File: config.mk
export PLATFORM = sky130hd
export DESIGN_NAME = ebi_req_arbiter
export DESIGN_NICKNAME = d
export VERILOG_FILES = /design/src/rtl/ebi_req_arbiter.sv
export SDC_FILE = /design/constraint.sdc
export NUM_CORES = 1
export LEC_CHECK = 0
export CAP_MARGIN = 5
export CORE_AREA = 8 8 218 220
export CTS_BUF_LIST = sky130_fd_sc_hd__clkbuf_4 sky130_fd_sc_hd__clkbuf_8 sky130_fd_sc_hd__clkbuf_16
export CTS_CLUSTER_SIZE = 8
export DETAILED_ROUTE_END_ITERATION = 10
export DIE_AREA = 0 0 226 228
export DONT_BUFFER_PORTS = 1
export PLACE_DENSITY = 0.3
export SLEW_MARGIN = 20
export SYNTH_ARGS = -nofsm -noshare
export SYNTH_HDL_FRONTEND = slang
export SYNTH_SLANG_ARGS = --single-unit
File: constraint.sdc
create_clock -name clk -period 2.5 [get_ports clk]
set_clock_uncertainty 0.05 [all_clocks]
set_input_delay 0.75 -clock clk [delete_from_list [all_inputs] [get_ports clk]]
set_output_delay 0.75 -clock clk [all_outputs]
set_load 0.03 [all_outputs]
File: src/rtl/ebi_req_arbiter.sv
// Two-port round-robin arbiter sharing one EBI master AR/AW/W/R port.
// Ports: clk/rst, m_* per-requester L2 side (x2), s_* EBI side, rd/wr busy.
module ebi_req_arbiter #(
  parameter int DATA_WIDTH       = 64,
  parameter int PADDR_WIDTH      = 32,
  parameter int CACHELINE_LENGTH = 512
) (
  input  logic                     clk,
  input  logic                     rst,
  input  logic [1:0]               m_arvalid_i,
  output logic [1:0]               m_arready_o,
  input  logic [2*PADDR_WIDTH-1:0] m_araddr_i,
  input  logic [3:0]               m_arid_i,
  input  logic [7:0]               m_arsnoop_i,
  input  logic [1:0]               m_awvalid_i,
  output logic [1:0]               m_awready_o,
  input  logic [2*PADDR_WIDTH-1:0] m_awaddr_i,
  input  logic [3:0]               m_awmesi_i,
  input  logic [1:0]               m_wvalid_i,
  output logic [1:0]               m_wready_o,
  input  logic [2*DATA_WIDTH-1:0]  m_wdata_i,
  output logic [1:0]               m_rvalid_o,
  input  logic [1:0]               m_rready_i,
  output logic [1:0]               m_rid_o,
  output logic [DATA_WIDTH-1:0]    m_rdata_o,
  output logic [1:0]               m_mesi_o,
  output logic                     s_arvalid_o,
  output logic [PADDR_WIDTH-1:0]   s_araddr_o,
  output logic [1:0]               s_arid_o,
  output logic [3:0]               s_arsnoop_o,
  input  logic                     s_arready_i,
  output logic                     s_awvalid_o,
  output logic [PADDR_WIDTH-1:0]   s_awaddr_o,
  output logic [1:0]               s_awmesi_o,
  input  logic                     s_awready_i,
  output logic                     s_wvalid_o,
  output logic [DATA_WIDTH-1:0]    s_wdata_o,
  input  logic                     s_wready_i,
  input  logic                     s_rvalid_i,
  input  logic [1:0]               s_rid_i,
  input  logic [DATA_WIDTH-1:0]    s_rdata_i,
  input  logic [1:0]               s_mesi_i,
  output logic                     s_rready_o,
  output logic                     rd_busy_o,
  output logic                     wr_busy_o
);

  localparam int BEATS = CACHELINE_LENGTH / DATA_WIDTH;
  localparam int CW = (BEATS > 1) ? $clog2(BEATS) : 1;
  localparam logic [CW-1:0] LAST = CW'(BEATS - 1);

  typedef enum logic [1:0] {
    RD_IDLE, RD_REQ, RD_DATA
  } rd_state_t;

  typedef enum logic [1:0] {
    WR_IDLE, WR_REQ, WR_DATA
  } wr_state_t;

  rd_state_t rd_state, rd_next;
  wr_state_t wr_state, wr_next;
  logic rd_owner, rd_owner_n;
  logic rd_ptr, rd_ptr_n;
  logic wr_owner, wr_owner_n;
  logic wr_ptr, wr_ptr_n;
  logic [CW-1:0] rd_cnt, rd_cnt_n;
  logic [CW-1:0] wr_cnt, wr_cnt_n;

  // Sole requester wins outright; a tie goes to the pointer.
  function automatic logic pick(
    input logic [1:0] v,
    input logic       p
  );
    return (&v) ? p : v[1];
  endfunction

  always_ff @(posedge clk) begin
    if (rst) begin
      rd_state <= RD_IDLE;
      wr_state <= WR_IDLE;
      rd_owner <= 1'b0;
      wr_owner <= 1'b0;
      rd_ptr   <= 1'b0;
      wr_ptr   <= 1'b0;
      rd_cnt   <= '0;
      wr_cnt   <= '0;
    end else begin
      rd_state <= rd_next;
      wr_state <= wr_next;
      rd_owner <= rd_owner_n;
      wr_owner <= wr_owner_n;
      rd_ptr   <= rd_ptr_n;
      wr_ptr   <= wr_ptr_n;
      rd_cnt   <= rd_cnt_n;
      wr_cnt   <= wr_cnt_n;
    end
  end

  always_comb begin
    rd_next     = rd_state;
    rd_owner_n  = rd_owner;
    rd_ptr_n    = rd_ptr;
    rd_cnt_n    = rd_cnt;
    s_arvalid_o = 1'b0;
    s_araddr_o  = '0;
    s_arid_o    = '0;
    s_arsnoop_o = '0;
    m_arready_o = '0;
    m_rvalid_o  = '0;
    s_rready_o  = 1'b0;
    unique case (rd_state)
      RD_IDLE: begin
        if (|m_arvalid_i) begin
          rd_owner_n = pick(m_arvalid_i, rd_ptr);
          rd_ptr_n   = ~rd_owner_n;
          rd_next    = RD_REQ;
        end
      end
      RD_REQ: begin
        s_arvalid_o = 1'b1;
        s_araddr_o  = rd_owner ? m_araddr_i[2*PADDR_WIDTH-1:PADDR_WIDTH]
                               : m_araddr_i[PADDR_WIDTH-1:0];
        s_arid_o    = rd_owner ? m_arid_i[3:2] : m_arid_i[1:0];
        s_arsnoop_o = rd_owner ? m_arsnoop_i[7:4] : m_arsnoop_i[3:0];
        m_arready_o[rd_owner] = s_arready_i;
        if (s_arready_i) rd_next = RD_DATA;
      end
      RD_DATA: begin
        m_rvalid_o[rd_owner] = s_rvalid_i;
        s_rready_o = m_rready_i[rd_owner];
        if (s_rvalid_i && m_rready_i[rd_owner]) begin
          if (rd_cnt == LAST) begin
            rd_cnt_n = '0;
            rd_next  = RD_IDLE;
          end else begin
            rd_cnt_n = rd_cnt + CW'(1);
          end
        end
      end
      default: rd_next = RD_IDLE;
    endcase
    if (rst) begin
      s_arvalid_o = 1'b0;
      s_araddr_o  = '0;
      s_arid_o    = '0;
      s_arsnoop_o = '0;
      m_arready_o = '0;
      m_rvalid_o  = '0;
      s_rready_o  = 1'b0;
    end
  end

  always_comb begin
    wr_next     = wr_state;
    wr_owner_n  = wr_owner;
    wr_ptr_n    = wr_ptr;
    wr_cnt_n    = wr_cnt;
    s_awvalid_o = 1'b0;
    s_awaddr_o  = '0;
    s_awmesi_o  = '0;
    m_awready_o = '0;
    s_wvalid_o  = 1'b0;
    s_wdata_o   = '0;
    m_wready_o  = '0;
    unique case (wr_state)
      WR_IDLE: begin
        if (|m_awvalid_i) begin
          wr_owner_n = pick(m_awvalid_i, wr_ptr);
          wr_ptr_n   = ~wr_owner_n;
          wr_next    = WR_REQ;
        end
      end
      WR_REQ: begin
        s_awvalid_o = 1'b1;
        s_awaddr_o  = wr_owner ? m_awaddr_i[2*PADDR_WIDTH-1:PADDR_WIDTH]
                               : m_awaddr_i[PADDR_WIDTH-1:0];
        s_awmesi_o  = wr_owner ? m_awmesi_i[3:2] : m_awmesi_i[1:0];
        m_awready_o[wr_owner] = s_awready_i;
        // Only a Modified line carries a data phase.
        if (s_awready_i) begin
          wr_next = (s_awmesi_o == 2'b11) ? WR_DATA : WR_IDLE;
        end
      end
      WR_DATA: begin
        s_wvalid_o = m_wvalid_i[wr_owner];
        s_wdata_o  = wr_owner ? m_wdata_i[2*DATA_WIDTH-1:DATA_WIDTH]
                              : m_wdata_i[DATA_WIDTH-1:0];
        m_wready_o[wr_owner] = s_wready_i;
        if (s_wready_i && m_wvalid_i[wr_owner]) begin
          if (wr_cnt == LAST) begin
            wr_cnt_n = '0;
            wr_next  = WR_IDLE;
          end else begin
            wr_cnt_n = wr_cnt + CW'(1);
          end
        end
      end
      default: wr_next = WR_IDLE;
    endcase
    if (rst) begin
      s_awvalid_o = 1'b0;
      s_awaddr_o  = '0;
      s_awmesi_o  = '0;
      m_awready_o = '0;
      s_wvalid_o  = 1'b0;
      s_wdata_o   = '0;
      m_wready_o  = '0;
    end
  end

  always_comb begin
    m_rid_o   = rst ? 2'b00 : s_rid_i;
    m_rdata_o = rst ? '0 : s_rdata_i;
    m_mesi_o  = rst ? 2'b00 : s_mesi_i;
    rd_busy_o = !rst && (rd_state != RD_IDLE);
    wr_busy_o = !rst && (wr_state != WR_IDLE);
  end

endmodule

==> impl_metrics.py <==
metrics = {
    "worst_setup_path": {
        "critPathMaxFanout": 86,
        "cp-endpoint": "s_wdata_o[21]",
        "required_ns": 1.70,
        "critPathLaunchType": "primary input",
        "worstPathCellList": "or3b_4 -> buf_12 -> nor2_1 -> buf_4",
        "path_delay_family": "simple AND/OR/NAND/NOR gates",
        "worst-path-buf-inv": 2,
        "reg2reg_setup_slack_ns": 0.77,
        "r2r-end": "rd_cnt[0]$_SDFFE_PP0P_",
        "criticalPathCategory": "in2out",
        "startpoint": "rst",
        "slowest_delay_ns": 0.42,
        "reg2reg_from": "rd_owner$_SDFFE_PP0P_",
        "path_depth": 4,
        "slowest_stage": "or3b_4",
        "endpoint_kind": "output pin",
        "cp.arrival_ns": 1.79,
        "reg2reg_depth": 4,
    },
    "yosys": {
        "dominantRegCellSynth": "dfxtp_1",
        "ys_ff_latch": 14,
        "async_reset_ff_share_pct": 0,
        "syn-mean-instance-area_um2": 6.95,
        "yosysWarnings": 0,
        "synth-seq-area-share_pct": 8.43,
        "synth-edff-count": 0,
        "synth_nets": 836,
        "synthXorXnorAreaFrac_pct": 0,
        "synthCells": 478,
        "synthMuxAreaShare_pct": 42.2,
        "ys_types": 33,
        "synth-simple-area-share_pct": 34.9,
        "synth_top_family_by_area": "multiplexers",
        "synth.cell_area_mm2": 0.00332,
        "synth_compound_area_share_pct": 5.34,
        "yosys.area_share.adder_pct": 1.51,
    },
    "floorplanning": {
        "die_w_um": 226,
        "core_area_mm2": 0.0438,
        "die_y_um": 228,
        "rows": 77,
        "io-pin-count": 572,
        "initial_core_util_pct": 7.58,
        "die-area_mm2": 0.0515,
    },
    "grt": {
        "grt_overflow_total": 0,
        "grt_use_total_pct": 7.95,
        "antenna_found_initial": 5,
        "grt_pass1_wl_um": 30700,
        "grt_max_degree": 87,
        "grt_pass1_vias": 4553,
    },
    "layout": {
        "layout.area.seq_um2": 285,
        "layout.cells.non_filler": 1252,
        "multi_input_area_mm2": 0.00310,
        "drive_gt1_share_pct": 43.3,
        "fin_nets": 1015,
        "final_common_cell": "buf_4",
        "n_fill_cell": 5036,
        "mostFrequentLayoutCells": "200 x buf_4, 135 x mux2i_1, 96 x nor2_1, 68 x nor2b_1, 30 x nor2_4",
        "areaGrowthSynthToFinish_pct": 81.9,
    },
    "placement": {
        "place_inst": 1242,
        "io_buffers": 0,
        "hpwlAfterDp_um": 21000,
        "gp_routability_congestion": 0.823,
        "dp_slack_ns": -0.0680,
    },
    "sta": {
        "worst_pin_slew_ns": 0.432,
        "hold_viol_final": 0,
        "relSlewSlack_pct": 70.3,
        "period_needed_ns": 2.59,
        "period_share_pct": 104,
        "rsz0062_at_grt": "true",
        "setup_ws_ns": -0.0907,
        "max_freq_mhz": 386,
        "drv_slew": 0,
        "setup_viol": 40,
    },
    "routing": {
        "num_vias": 4112,
        "drt-pass1-iter-count": 4,
        "drt-initial-drc-count": 101,
        "postRouteAntennaNets": 0,
        "vias_per_cell": 3.28,
        "drc": 0,
        "wl_per_cell_um": 18.5,
        "wl_um": 23200,
    },
    "clock_network": {
        "cts-root-buf": "clkbuf_16",
        "cts_tree": "done",
        "clock-sinks": 14,
        "htreeDepth": 1,
        "cts_buffers": 3,
        "clock_latency_ns": 0.25,
        "cts_hold_buf": 0,
        "clock_path_buffers": 2,
        "clk_pin_slew_ns": 0.05,
    },
    "min_path": {
        "min_path_type": "reg2reg",
    },
    "power": {
        "power_per_cell_area_mw_per_mm2": 272,
        "ir_drop_mv": 0.161,
        "p_leak_nw": 2.34,
        "finalPower_mw": 1.64,
    },
    "status": {
        "violations": "setup timing",
        "status": "complete, but fails checks",
    },
    "run": {
        "maxCapViolations": 0,
    },
}
==> sequential cells by signal (all words and copies together), names as in the netlist <==
| register | cells |
|---|---|
| wr_ptr | 1 |
| wr_cnt | 3 |
| rd_owner | 1 |
| rd_state | 2 |
| rd_cnt | 3 |
| rd_ptr | 1 |
| wr_state | 2 |
| wr_owner | 1 |
==> cell usage after synthesis (all sizes together), types with 2 or more instances <==
master | count | share of area [%]
mux2 | 2 | 0.68
mux2i | 138 | 42
a21oi | 11 | 1.7
ha | 4 | 1.5
a21bo | 2 | 0.60
nor3b | 3 | 0.83
nand3b | 2 | 0.45
nand2 | 4 | 0.45
and3 | 4 | 0.75
nor3 | 2 | 0.30
nor2b | 68 | 13
nand3 | 6 | 0.90
inv | 7 | 0.79
a311oi | 4 | 1.1
buf | 26 | 4.9
dfxtp | 14 | 8.4
clkbuf | 17 | 1.9
nand2b | 2 | 0.38
and3b | 2 | 0.53
nor2 | 145 | 16
or4 | 2 | 0.45
o21ai | 6 | 0.90
==> cell type report <==
type	count	area share, %
multi-input cells	414	51.3
repair buffers	217	29.7
well taps	592	12.2
flip-flops and latches	14	4.72
clock buffers	4	1.37
inverters	7	0.435
diodes	4	0.166
==> timing repair <==
action | in CTS | in global routing
pin swaps | 0 | 2
gates cloned | 0 | 0
resized for setup | 9 | 2
buffers inserted | 0 | 2
setup endpoints to repair | 41 | 44
==> worst reg2reg max path, delay by kind of cell, from the launching register on <==
family                 cells  cell delay, ns
AO/OA/AOI/OAI              1            0.14
AND/OR/NAND/NOR            1            0.50
multiplexers               1            0.19
flip-flops                 1            0.49
buffers and inverters      1            0.31
==> through the flow <==
stage / instance area (um^2) / hold WS, ns / TNS [ns] / util (%)
floorplan: 3620 / 0.390 / -4.15 / -
global placement: 5890 / 0.399 / -0.981 / 13.4
detailed placement: 5890 / 0.406 / -1.21 / 13.4
CTS: 6010 / 0.416 / -1.48 / 13.7
global route: 6050 / 0.441 / -2.51 / 13.8
finish: 6050 / 0.416 / -1.28 / 13.8
==> cell families after synthesis <==
logic type / after synthesis
adders and majority gates: 4
DFF: 14
AOI/OAI and AO/OA: 27
and+or+nand+nor: 243
buffers and inverters: 50
muxes: 140
==> metal layers <==
metal / up-vias / track usage [%] / wire length, um / part of all wire [%]
met1: 1774 / 7.02 / 7410 / 32
met5: - / 0 / 0 / 0
met2: 349 / 15.6 / 12300 / 53
met3: 22 / 3.31 / 2860 / 12
li1: 1967 / - / - / -
met4: 0 / 2.97 / 544 / 2.3
==> where the power goes <==
group / switching [mW] / leakage, nW / internal, mW
Combinational: 0.634 / 2.18 / 0.423
Clock: 0.105 / 0.0416 / 0.227
Sequential: 0.0180 / 0.116 / 0.236
==> worst min path at each step <==
| stage | cells past startpoint | from | slack (ns) | end |
|---|---|---|---|---|
| final | 1 | wr_ptr$_SDFFE_PP0P_ | 0.42 | wr_ptr$_SDFFE_PP0P_ |
| after global routing | 1 | rd_ptr$_SDFFE_PP0P_ | 0.44 | rd_ptr$_SDFFE_PP0P_ |
| after CTS | 1 | wr_ptr$_SDFFE_PP0P_ | 0.42 | wr_ptr$_SDFFE_PP0P_ |
| after detailed placement | 1 | wr_ptr$_SDFFE_PP0P_ | 0.41 | wr_ptr$_SDFFE_PP0P_ |
| after global placement | 1 | wr_ptr$_SDFFE_PP0P_ | 0.40 | wr_ptr$_SDFFE_PP0P_ |
| after floorplan | 1 | rd_ptr$_SDFFE_PP0P_ | 0.39 | rd_ptr$_SDFFE_PP0P_ |
Note: power is estimated with default switching activity, not from simulation.
